[src/rtl/mem_port_arbiter.sv]
// Shares one single-port, word-addressed memory bus between the ag32 fetch and data ports.
// Define ARB_RR_EN for round-robin arbitration; default is fixed data-over-fetch priority.
module mem_port_arbiter #(
  parameter int unsigned TIMEOUT = 255,
  parameter int unsigned CNT_W   = 8
) (
  input  logic        clk,
  input  logic        resetn,
  input  logic        i_req,
  input  logic [31:0] i_addr,
  output logic        i_gnt,
  output logic        i_rvalid,
  output logic [31:0] i_rdata,
  output logic        i_err,
  input  logic        d_req,
  input  logic        d_we,
  input  logic [31:0] d_addr,
  input  logic [31:0] d_wdata,
  input  logic [3:0]  d_wstrb,
  output logic        d_gnt,
  output logic        d_rvalid,
  output logic [31:0] d_rdata,
  output logic        d_err,
  output logic        m_req,
  output logic        m_we,
  output logic [31:0] m_addr,
  output logic [31:0] m_wdata,
  output logic [3:0]  m_wstrb,
  input  logic        m_gnt,
  input  logic        m_rvalid,
  input  logic [31:0] m_rdata,
  input  logic        m_err,
  output logic        busy
);
  typedef enum logic [1:0] {IDLE = 2'd0, ISSUE = 2'd1, WAIT = 2'd2} state_t;

  localparam logic [CNT_W-1:0] TIMEOUT_CNT = CNT_W'(TIMEOUT);

  state_t           state_reg, state_next;
  logic             owner_i_reg, owner_i_next;
  logic [CNT_W-1:0] cnt_reg, cnt_next;
  logic             m_req_reg, m_req_next;
  logic             m_we_reg, m_we_next;
  logic [31:0]      m_addr_reg, m_addr_next;
  logic [31:0]      m_wdata_reg, m_wdata_next;
  logic [3:0]       m_wstrb_reg, m_wstrb_next;
  logic             i_rvalid_reg, i_rvalid_next;
  logic             i_err_reg, i_err_next;
  logic [31:0]      i_rdata_reg, i_rdata_next;
  logic             d_rvalid_reg, d_rvalid_next;
  logic             d_err_reg, d_err_next;
  logic [31:0]      d_rdata_reg, d_rdata_next;
  logic             grant_i, grant_d;
  logic             timeout_hit;
  logic             rsp_fire, rsp_err;
  logic [31:0]      rsp_data;
  logic             unused_addr_bits;

  // Byte-offset bits are discarded: the bus is word addressed.
  assign unused_addr_bits = ^{i_addr[1:0], d_addr[1:0]};

`ifdef ARB_RR_EN
  logic last_i_reg;

  assign grant_i = (state_reg == IDLE) && i_req && (!d_req || !last_i_reg);
  assign grant_d = (state_reg == IDLE) && d_req && (!i_req || last_i_reg);

  always_ff @(posedge clk or negedge resetn) begin
    if (!resetn) begin
      last_i_reg <= 1'b0;
    end else if (grant_i || grant_d) begin
      last_i_reg <= grant_i;
    end
  end
`else
  assign grant_i = (state_reg == IDLE) && i_req && !d_req;
  assign grant_d = (state_reg == IDLE) && d_req;
`endif

  assign timeout_hit = (TIMEOUT != 0) && (cnt_reg == TIMEOUT_CNT);

  always_comb begin
    state_next    = state_reg;
    owner_i_next  = owner_i_reg;
    cnt_next      = cnt_reg;
    m_req_next    = m_req_reg;
    m_we_next     = m_we_reg;
    m_addr_next   = m_addr_reg;
    m_wdata_next  = m_wdata_reg;
    m_wstrb_next  = m_wstrb_reg;
    i_rvalid_next = 1'b0;
    i_err_next    = 1'b0;
    i_rdata_next  = i_rdata_reg;
    d_rvalid_next = 1'b0;
    d_err_next    = 1'b0;
    d_rdata_next  = d_rdata_reg;
    rsp_fire      = 1'b0;
    rsp_err       = 1'b0;
    rsp_data      = '0;
    case (state_reg)
      IDLE: begin
        if (grant_d) begin
          state_next   = ISSUE;
          owner_i_next = 1'b0;
          m_req_next   = 1'b1;
          m_we_next    = d_we;
          m_addr_next  = {d_addr[31:2], 2'b00};
          m_wdata_next = d_wdata;
          m_wstrb_next = d_wstrb;
        end else if (grant_i) begin
          state_next   = ISSUE;
          owner_i_next = 1'b1;
          m_req_next   = 1'b1;
          m_we_next    = 1'b0;
          m_addr_next  = {i_addr[31:2], 2'b00};
          m_wdata_next = '0;
          m_wstrb_next = '0;
        end
      end
      ISSUE: begin
        if (m_gnt) begin
          state_next = WAIT;
          m_req_next = 1'b0;
          cnt_next   = '0;
        end
      end
      WAIT: begin
        cnt_next = cnt_reg + 1'b1;
        // A real response beats a timeout landing in the same cycle.
        if (m_rvalid) begin
          rsp_fire = 1'b1;
          rsp_err  = m_err;
          rsp_data = m_we_reg ? '0 : m_rdata;
        end else if (timeout_hit) begin
          rsp_fire = 1'b1;
          rsp_err  = 1'b1;
        end
        if (rsp_fire) begin
          state_next = IDLE;
        end
      end
      default: state_next = IDLE;
    endcase
    if (rsp_fire) begin
      if (owner_i_reg) begin
        i_rvalid_next = 1'b1;
        i_err_next    = rsp_err;
        i_rdata_next  = rsp_data;
      end else begin
        d_rvalid_next = 1'b1;
        d_err_next    = rsp_err;
        d_rdata_next  = rsp_data;
      end
    end
  end

  always_ff @(posedge clk or negedge resetn) begin
    if (!resetn) begin
      state_reg    <= IDLE;
      owner_i_reg  <= 1'b0;
      cnt_reg      <= '0;
      m_req_reg    <= 1'b0;
      m_we_reg     <= 1'b0;
      m_addr_reg   <= '0;
      m_wdata_reg  <= '0;
      m_wstrb_reg  <= '0;
      i_rvalid_reg <= 1'b0;
      i_err_reg    <= 1'b0;
      i_rdata_reg  <= '0;
      d_rvalid_reg <= 1'b0;
      d_err_reg    <= 1'b0;
      d_rdata_reg  <= '0;
    end else begin
      state_reg    <= state_next;
      owner_i_reg  <= owner_i_next;
      cnt_reg      <= cnt_next;
      m_req_reg    <= m_req_next;
      m_we_reg     <= m_we_next;
      m_addr_reg   <= m_addr_next;
      m_wdata_reg  <= m_wdata_next;
      m_wstrb_reg  <= m_wstrb_next;
      i_rvalid_reg <= i_rvalid_next;
      i_err_reg    <= i_err_next;
      i_rdata_reg  <= i_rdata_next;
      d_rvalid_reg <= d_rvalid_next;
      d_err_reg    <= d_err_next;
      d_rdata_reg  <= d_rdata_next;
    end
  end

  assign i_gnt    = grant_i;
  assign d_gnt    = grant_d;
  assign i_rvalid = i_rvalid_reg;
  assign i_rdata  = i_rdata_reg;
  assign i_err    = i_err_reg;
  assign d_rvalid = d_rvalid_reg;
  assign d_rdata  = d_rdata_reg;
  assign d_err    = d_err_reg;
  assign m_req    = m_req_reg;
  assign m_we     = m_we_reg;
  assign m_addr   = m_addr_reg;
  assign m_wdata  = m_wdata_reg;
  assign m_wstrb  = m_wstrb_reg;
  assign busy     = (state_reg != IDLE);
endmodule
[config.mk]
export PLATFORM = sky130hd
export DESIGN_NAME = mem_port_arbiter
export DESIGN_NICKNAME = d
export VERILOG_FILES = /design/src/rtl/mem_port_arbiter.sv
export SDC_FILE = /design/constraint.sdc
export NUM_CORES = 1
export LEC_CHECK = 0
export CORE_MARGIN = 1
export CORE_UTILIZATION = 46
export DETAILED_ROUTE_END_ITERATION = 16
export PLACE_DENSITY = 0.89
export SYNTH_ARGS = -nofsm -noshare
export SYNTH_HDL_FRONTEND = slang
export SYNTH_SLANG_ARGS = --single-unit
[constraint.sdc]
create_clock -name clk -period 3.8 [get_ports clk]
set_clock_uncertainty 0.2 [all_clocks]
set_input_delay 1.14 -clock clk [delete_from_list [all_inputs] [get_ports clk]]
set_output_delay 1.14 -clock clk [all_outputs]
set_load 0.01 [all_outputs]
# After elaboration in Yosys (flattened, before gate mapping)
# Index checks and enable logic that the tools add are counted.
# word_totals
ff_bits	149
inputBits	140
out_inout_bits	141
wordCells	74
# classes
addsub	1
n_eq_ne	6
mux	37
bitwise_logic	1
reduce_logical	15
# ops
cell	n
$mux W32	7
$mux W1	20
$pmux W8 S2	1
$add A8 B1 Y8 const B	1
$eq A8 B8 Y1 const B	1
$mux W2	4
$mux W4	2
$mux W8	1
$reduce_and A2 Y1	4
$reduce_bool A2 Y1	4
$pmux W2 S3	1
$reduce_and A3 Y1	2
$ne A2 B2 Y1 const B	2
$logic_and A1 B1 Y1	3
$ne A3 B3 Y1 const B	1
$eq A2 B1 Y1 const B	1
$eq A2 B2 Y1 const B	1
$logic_not A2 Y1	1
$pmux W1 S2	1
$logic_not A1 Y1	1
$not A1 Y1	1

# Longest topological paths before layout
# Gate-level depths: netlist of run 1.
# logic_depth
depth_word	6
ltp_mapped	6
ltp_nobuf	4

# Worst setup path after synthesis of run 1
# OpenSTA, ideal clock, no wires.
# synth_path
path_type	input -> output
startpoint	in d_req
endpoint	out d_gnt
arrival_time_ps	1853
required_time_ps	2460
setup_slack_ps	607
cell_stages	3
path_buffers	2
path_cell_list	nor3b_2 buf_4 buf_2
# synth_via
elab_chain_len	1
# synth_rtl
item	line_no	text
start: declaration	15	input logic d_req,
$logic_and A1 B1 Y1	77	assign grant_d = (state_reg == IDLE) && d_req;
end: declaration	20	output logic d_gnt,
# No other way between the ends.

# Worst setup path after layout of run 1
# Ends and elaborated chain as after synthesis.

==> reports/metrics.yaml, run 1 <==
clock_network:
  cts_resized: 0
  cts-root-buf: "clkbuf_16"
  numCtsBuffers: 17
  ctsHoldBuffers: 0
  clkTransAtPathRegs_ns: 0.06
  clkSinkCount: 147
  cts_buffer_depth: 2
  htree_num_levels: 4
  clkLatencyLatePin_ns: 0.42
  postCtsSetupBuffers: 0
  cts_tree: "done"
worst_setup_path:
  cp.required_ns: 2.46
  r2r_slack_ns: 1.26
  end_kind: "primary output"
  cp.arrival_ns: 2.38
  endpoint: "d_gnt"
  worstSetupPathType: "primary input to primary output"
  worst_path_max_delay_cell: "clkdlybuf4s50_1"
  worstReg2RegStart: "owner_i_reg"
  cp-startpoint: "d_req"
  start_kind: "primary input"
  rr_endpoint: "d_rdata[1]"
  reg2reg_depth: 4
  crit_fanout: 2
  cpPeakStageDelay_ns: 0.56
  cp_common_cell: "clkdlybuf4s50_1"
  crit_chain: "clkdlybuf4s50_1 -> nor3b_4 -> clkdlybuf4s50_1"
timing:
  tightestPinTransition_ns: 1.216
  max_freq_ghz: 0.2686
  timing.final.crit_share_pct: 97.98
  rsz0062_at_grt: "false"
  slew_violations: 0
  period_minus_slack_ns: 3.723
  setup_viol: 0
  max_slew_margin_pct: 18.85
  hold_viol: 0
  setup_tns_ns: 0
  worst_slack_ns: 0.07686
  hold_slack_ns: 0.3006
detailed_routing:
  drt_iter0_drc: 400
  wl_um: 20460
  avgRoutedWirePerCell_um: 20.50
  vias_per_cell: 5.774
  drc_errors: 0
  via_count: 5762
  antenna_left: 0
  dr.pass1.iters: 4
floorplan:
  io_pins: 281
  num_rows: 43
  die_h_um: 121.7
  initial_core_util_pct: 47.31
  core_um2: 13930
  die_area_um2: 14810
  fp.dieW_um: 121.7
run:
  max_cap_violations: 0
global_routing:
  overflow: 0
  grt_start_max_net_pins: 70
  grt_pass1_vias: 5880
  antenna_found_initial: 0
  grt_pass1_wl_um: 31680
  track_usage_pct: 28.27
logic_synthesis:
  syn_avg_cell_area_um2: 12.03
  ys_async_sr_fraction_pct: 100.0
  synthFlopType: "dfrtp_1"
  synth.distinct_cells: 36
  synthTopCellsByCount: "147 x dfrtp_1, 65 x nand2b_1, 64 x a32oi_1"
  ys_top_cells_by_area: "dfrtp_1 56%, mux2_2 10%, a32oi_1 8.5%, nand2b_1 6.2%, a22o_1 4.9%"
  synth_edf_count: 0
  netlist.area_leader.share_pct: 55.80
  synth-seq-area-share_pct: 55.80
  ys_warn_count: 0
  yosysMostFrequentCell: "dfrtp_1"
  yosysTopAreaCell: "dfrtp_1"
  netlist_instances: 548
  syn_area_um2: 6593
  ys_ff_latch: 147
final_layout:
  diodes: 0
  fin_area_um2: 10030
  area_delta_synth_final_pct: 52.08
  fin_nets: 947
  layout-drive-gt1-share_pct: 14.06
placement:
  pre_cts_ws_ns: 0.07510
  portBuffers: 274
  gp_congestion: 0.8277
  dp_hpwl_um: 14070
  dpl-instance-area_um2: 9447
power_and_ir_drop:
  p_per_area_nw_per_um2: 741.9
  max-vdd-ir-drop_v: 0.0005906
  power.leakage_nw: 4.014
run_status:
  status: "finished, final reports clean"
min_path:
  hp-class: "flop to flop"
cells in the final DEF, fill, tap and decap left out, drive strengths merged:
master,n
clkdlybuf4s50,272
dfrtp,147
o21ai,68
nand2b,65
a32oi,64
mux2,60
a22o,37
clkbuf,22
buf,19
nor2,9
a21oi,7
nand2,6
inv,5
o31ai,4
clkinvlp,4
nand3b,3
or3,3
clkinv,3
nand3,2
o21ba,2
conb,2
bufinv,2
nor3b,1
nand4,1
or3b,1
o31a,1
nor4bb,1
mux2i,1
o211ai,1
nand4b,1
xnor2,1
o22ai,1
or4,1
ha,1
cell type report:
cell class / instances / area [um2]
Sequential cell: 147 / 3679
Clock inverter: 9 / 105.1
Inverter: 5 / 18.77
Multi-Input combinational cell: 344 / 2658
Clock buffer: 22 / 474.2
Timing Repair Buffer: 291 / 2867
Fill cell: 906 / 3909
Tap cell: 180 / 225.2
kinds of logic after synthesis:
family,count (synthesis),synth area share (%)
fa+ha+maj,1,0.1898
xor+xnor,1,0.1329
simple gates,94,8.655
flops,147,55.80
other cells,1,0.05688
compound gates,185,20.27
buf+inv,58,4.498
mux,61,10.40
per-layer routing:
metal / up-vias / wire length (um) / track usage, %
met1: 2878 / 7997 / 34.77
li1: 2576 / - / -
met3: 41 / 1618 / 7.959
met4: 0 / 605 / 12.11
met5: - / 0 / 0
met2: 267 / 10240 / 46.56
critical path, delay by kind of cell:
family                 cells  cell delay (ns)
and+or+nand+nor            1             0.19
buffers and inverters      2             1.05
per-stage QoR:
| stage | power (mW) | util (%) | cells |
|---|---|---|---|
| floorplan | 4.069 | - | 549 |
| global placement | 5.645 | 67.79 | 967 |
| detailed placement | 5.793 | 67.79 | 967 |
| CTS | 7.477 | 71.95 | 998 |
| global route | 7.803 | 71.95 | 998 |
| finish | 7.438 | 71.95 | 998 |
where the power goes:
group / internal [mW] / total (mW) / switching [mW]
registers: 2.14 / 2.58 / 0.446
clock network: 1.01 / 1.64 / 0.627
logic: 1.78 / 3.22 / 1.44
total: 4.93 / 7.44 / 2.51
how the worst min path moves through the flow:
stage / start / endpoint / slack, ns / cells past startpoint
6_report: m_req / m_req / 0.30 / 2
5_1_grt: m_addr[23] / m_addr[23] / 0.32 / 1
4_1_cts: m_wdata[25] / m_wdata[25] / 0.31 / 1
3_5_place_dp: m_req / m_req / 0.28 / 2
3_3_place_gp: m_req / m_req / 0.26 / 2
2_1_floorplan: cnt_reg[6] / cnt_reg[6] / 0.28 / 1
Note: power is estimated with default switching activity, not from simulation.
==> inputs of run 2 (changes only) <==
--- a/config.mk
+++ b/config.mk
@@ -7,6 +7,7 @@
 export LEC_CHECK = 0
 export CORE_MARGIN = 1
 export CORE_UTILIZATION = 46
+export CTS_CLUSTER_SIZE = 20
 export DETAILED_ROUTE_END_ITERATION = 16
 export PLACE_DENSITY = 0.89
 export SYNTH_ARGS = -nofsm -noshare
==> results of run 2 <==
No change in the layout: final DEF, timing and power equal those of run 1.
==> inputs of run 3 (changes only) <==
--- a/config.mk
+++ b/config.mk
@@ -9,7 +9,7 @@
 export CORE_UTILIZATION = 46
 export CTS_CLUSTER_SIZE = 20
 export DETAILED_ROUTE_END_ITERATION = 16
-export PLACE_DENSITY = 0.89
+export PLACE_DENSITY = 0.94
 export SYNTH_ARGS = -nofsm -noshare
 export SYNTH_HDL_FRONTEND = slang
 export SYNTH_SLANG_ARGS = --single-unit
==> constraint.sdc (replaced) <==
create_clock -name clk -period 3.8 [get_ports clk]
set_clock_uncertainty 0.2 [all_clocks]
set_input_delay 0.38 -clock clk [delete_from_list [all_inputs] [get_ports clk]]
set_output_delay 0.38 -clock clk [all_outputs]
set_load 0.01 [all_outputs]
==> reports/metrics.yaml, run 3 (same netlist as run 1, synthesis figures left out) <==
min_path:
  hp-start: "m_wdata[18]"
  hold_path_depth: 1  # -1
  hp-class: "flop to flop"
  hold_path_end: "m_wdata[18]"
worst_setup_path:
  worstSetupPathType: "flop to primary output"
  r2r_slack_ns: 1.42  # +0.16 ns
  start_kind: "flop"
  end_kind: "primary output"
  rr_endpoint: "i_rdata[31]"
  crit_fanout: 16  # +14
  reg2reg_depth: 4  # unchanged
  cp-startpoint: "state_reg[1]"
  cp.arrival_ns: 2.04  # -0.34 ns
  worstReg2RegStart: "state_reg[1]"
  cp.required_ns: 3.22  # +0.76 ns
run:
  max_cap_violations: 0  # unchanged
detailed_routing:
  via_count: 5611  # -2.6%
  antenna_left: 0  # unchanged
  avgRoutedWirePerCell_um: 20.46  # -0.24%
  vias_per_cell: 5.639  # -2.3%
  top_layer_used: "met4"
  wl_met3_um: 1475  # -8.8%
  dr.pass1.iters: 4  # unchanged
  m1WireLength_um: 7958  # -0.49%
  drt_iter0_drc: 441  # +10%
  drc_errors: 0  # unchanged
  wl_um: 20350  # -0.54%
  dr_wl_met2_um: 10310  # +0.65%
timing:
  tightestPinTransition_ns: 0.8395  # -0.3764 ns
  hold_slack_ns: 0.3013  # +0.0006250 ns
  setup_viol: 0  # unchanged
  hold_viol: 0  # unchanged
  period_minus_slack_ns: 2.615  # -1.108 ns
  timing.final.crit_share_pct: 68.82  # -29 points
  rsz0062_at_grt: "false"
  slew_violations: 0  # unchanged
  max_freq_ghz: 0.3824  # +42%
  worst_slack_ns: 1.185  # +1.108 ns
  max_slew_margin_pct: 43.86  # +25 points
  setup_tns_ns: 0  # unchanged
clock_network:
  clkLatencyLatePin_ns: 0.41  # about the same
  htree_num_levels: 4  # unchanged
  clkTransAtPathRegs_ns: 0.06  # about the same
  clkSinkCount: 147  # unchanged
  cts-root-buf: "clkbuf_16"
  cts_buffer_depth: 2  # unchanged
  numCtsBuffers: 17  # unchanged
  cts_tree: "done"
final_layout:
  most-common-layout-cells: "272 x clkdlybuf4s50_1, 147 x dfrtp_1, 65 x nand2b_1"
  area_delta_synth_final_pct: 51.30
  nFillCells: 928  # +2.4%
  layout-drive-gt1-share_pct: 13.74  # -0.32 points
  final_common_cell: "clkdlybuf4s50_1"
  fin_nets: 943  # -0.42%
  fin_util_pct: 71.58  # -0.37 points
  diodes: 0  # unchanged
placement:
  pre_cts_ws_ns: 1.060  # +0.9849 ns
  portBuffers: 274  # unchanged
  gp_congestion: 0.8050  # -2.7%
  dp_hpwl_um: 13860  # -1.5%
run_status:
  status: "finished, final reports clean"
floorplan:
  fp.dieW_um: 121.7  # unchanged
  io_pins: 281  # unchanged
  core_um2: 13930  # unchanged
  die_h_um: 121.7  # unchanged
  die_area_um2: 14810  # unchanged
  initial_core_util_pct: 47.31  # unchanged
  num_rows: 43  # unchanged
global_routing:
  antenna_found_initial: 0  # unchanged
  overflow: 0  # unchanged
  track_usage_pct: 28.14  # -0.13 points
  grt_pass1_vias: 5756  # -2.1%
  grt_start_max_net_pins: 81  # +16%
  grt_pass1_wl_um: 31430  # -0.78%
power_and_ir_drop:
  power.leakage_nw: 3.986  # -0.69%
  max-vdd-ir-drop_v: 0.0004182  # -29%
  power_mw: 7.293  # -1.9%
  p_per_area_nw_per_um2: 731.2  # -1.4%
-- run 3: where the power goes --
group          switching, mW  total [mW]  internal (mW)
logic                   1.44        3.21           1.78
registers              0.434        2.57           2.14
clock network          0.661        1.51          0.848
total                   2.53        7.29           4.76
-- run 3: through the flow --
step	cell area [um2]	std cells
6_report	9975	995
5_1_grt	9975	995
3_5_place_dp	9434	962
2_1_floorplan	6596	549
4_1_cts	9975	995
3_3_place_gp	9434	962
-- run 3: worst max-delay path by stage --
stage / to / slack (ns) / cells past startpoint
finish: d_gnt / 1.18 / 3
floorplan: m_addr[10] / 1.97 / 4
detailed placement: m_addr[14] / 1.06 / 5
global route: i_gnt / 1.07 / 4
CTS: d_gnt / 1.17 / 3
global placement: m_addr[15] / 1.11 / 5
-- run 3: timing repair --
action	in CTS	in global routing
hold endpoints to repair	79	0
hold buffers	1	0
buffers inserted	0	0
resized for setup	0	0
-- run 3: metal layers --
metal  global-route usage (%)  vias up
li1                         -     2566
met1                    33.87     2778
met2                    46.80      225
met3                    8.380       42
met4                    12.04        0
met5                        0        -
-- run 3: area by class of cell --
cell class	count	area, um2	area share [%]
tap	180	225.2	2.258
clock inverter	13	87.58	0.8781
multi-input combinational	344	2658	26.64
timing repair buffer	287	2864	28.71
sequential	147	3679	36.88
clock buffer	19	442.9	4.441
inverter	5	18.77	0.1882
-- run 3: worst max-delay path, stage by stage, from the launching register on --
cell	delay, ns
dfrtp_1	0.54
nor3b_4	0.26
buf_4	0.25
clkdlybuf4s50_1	0.57
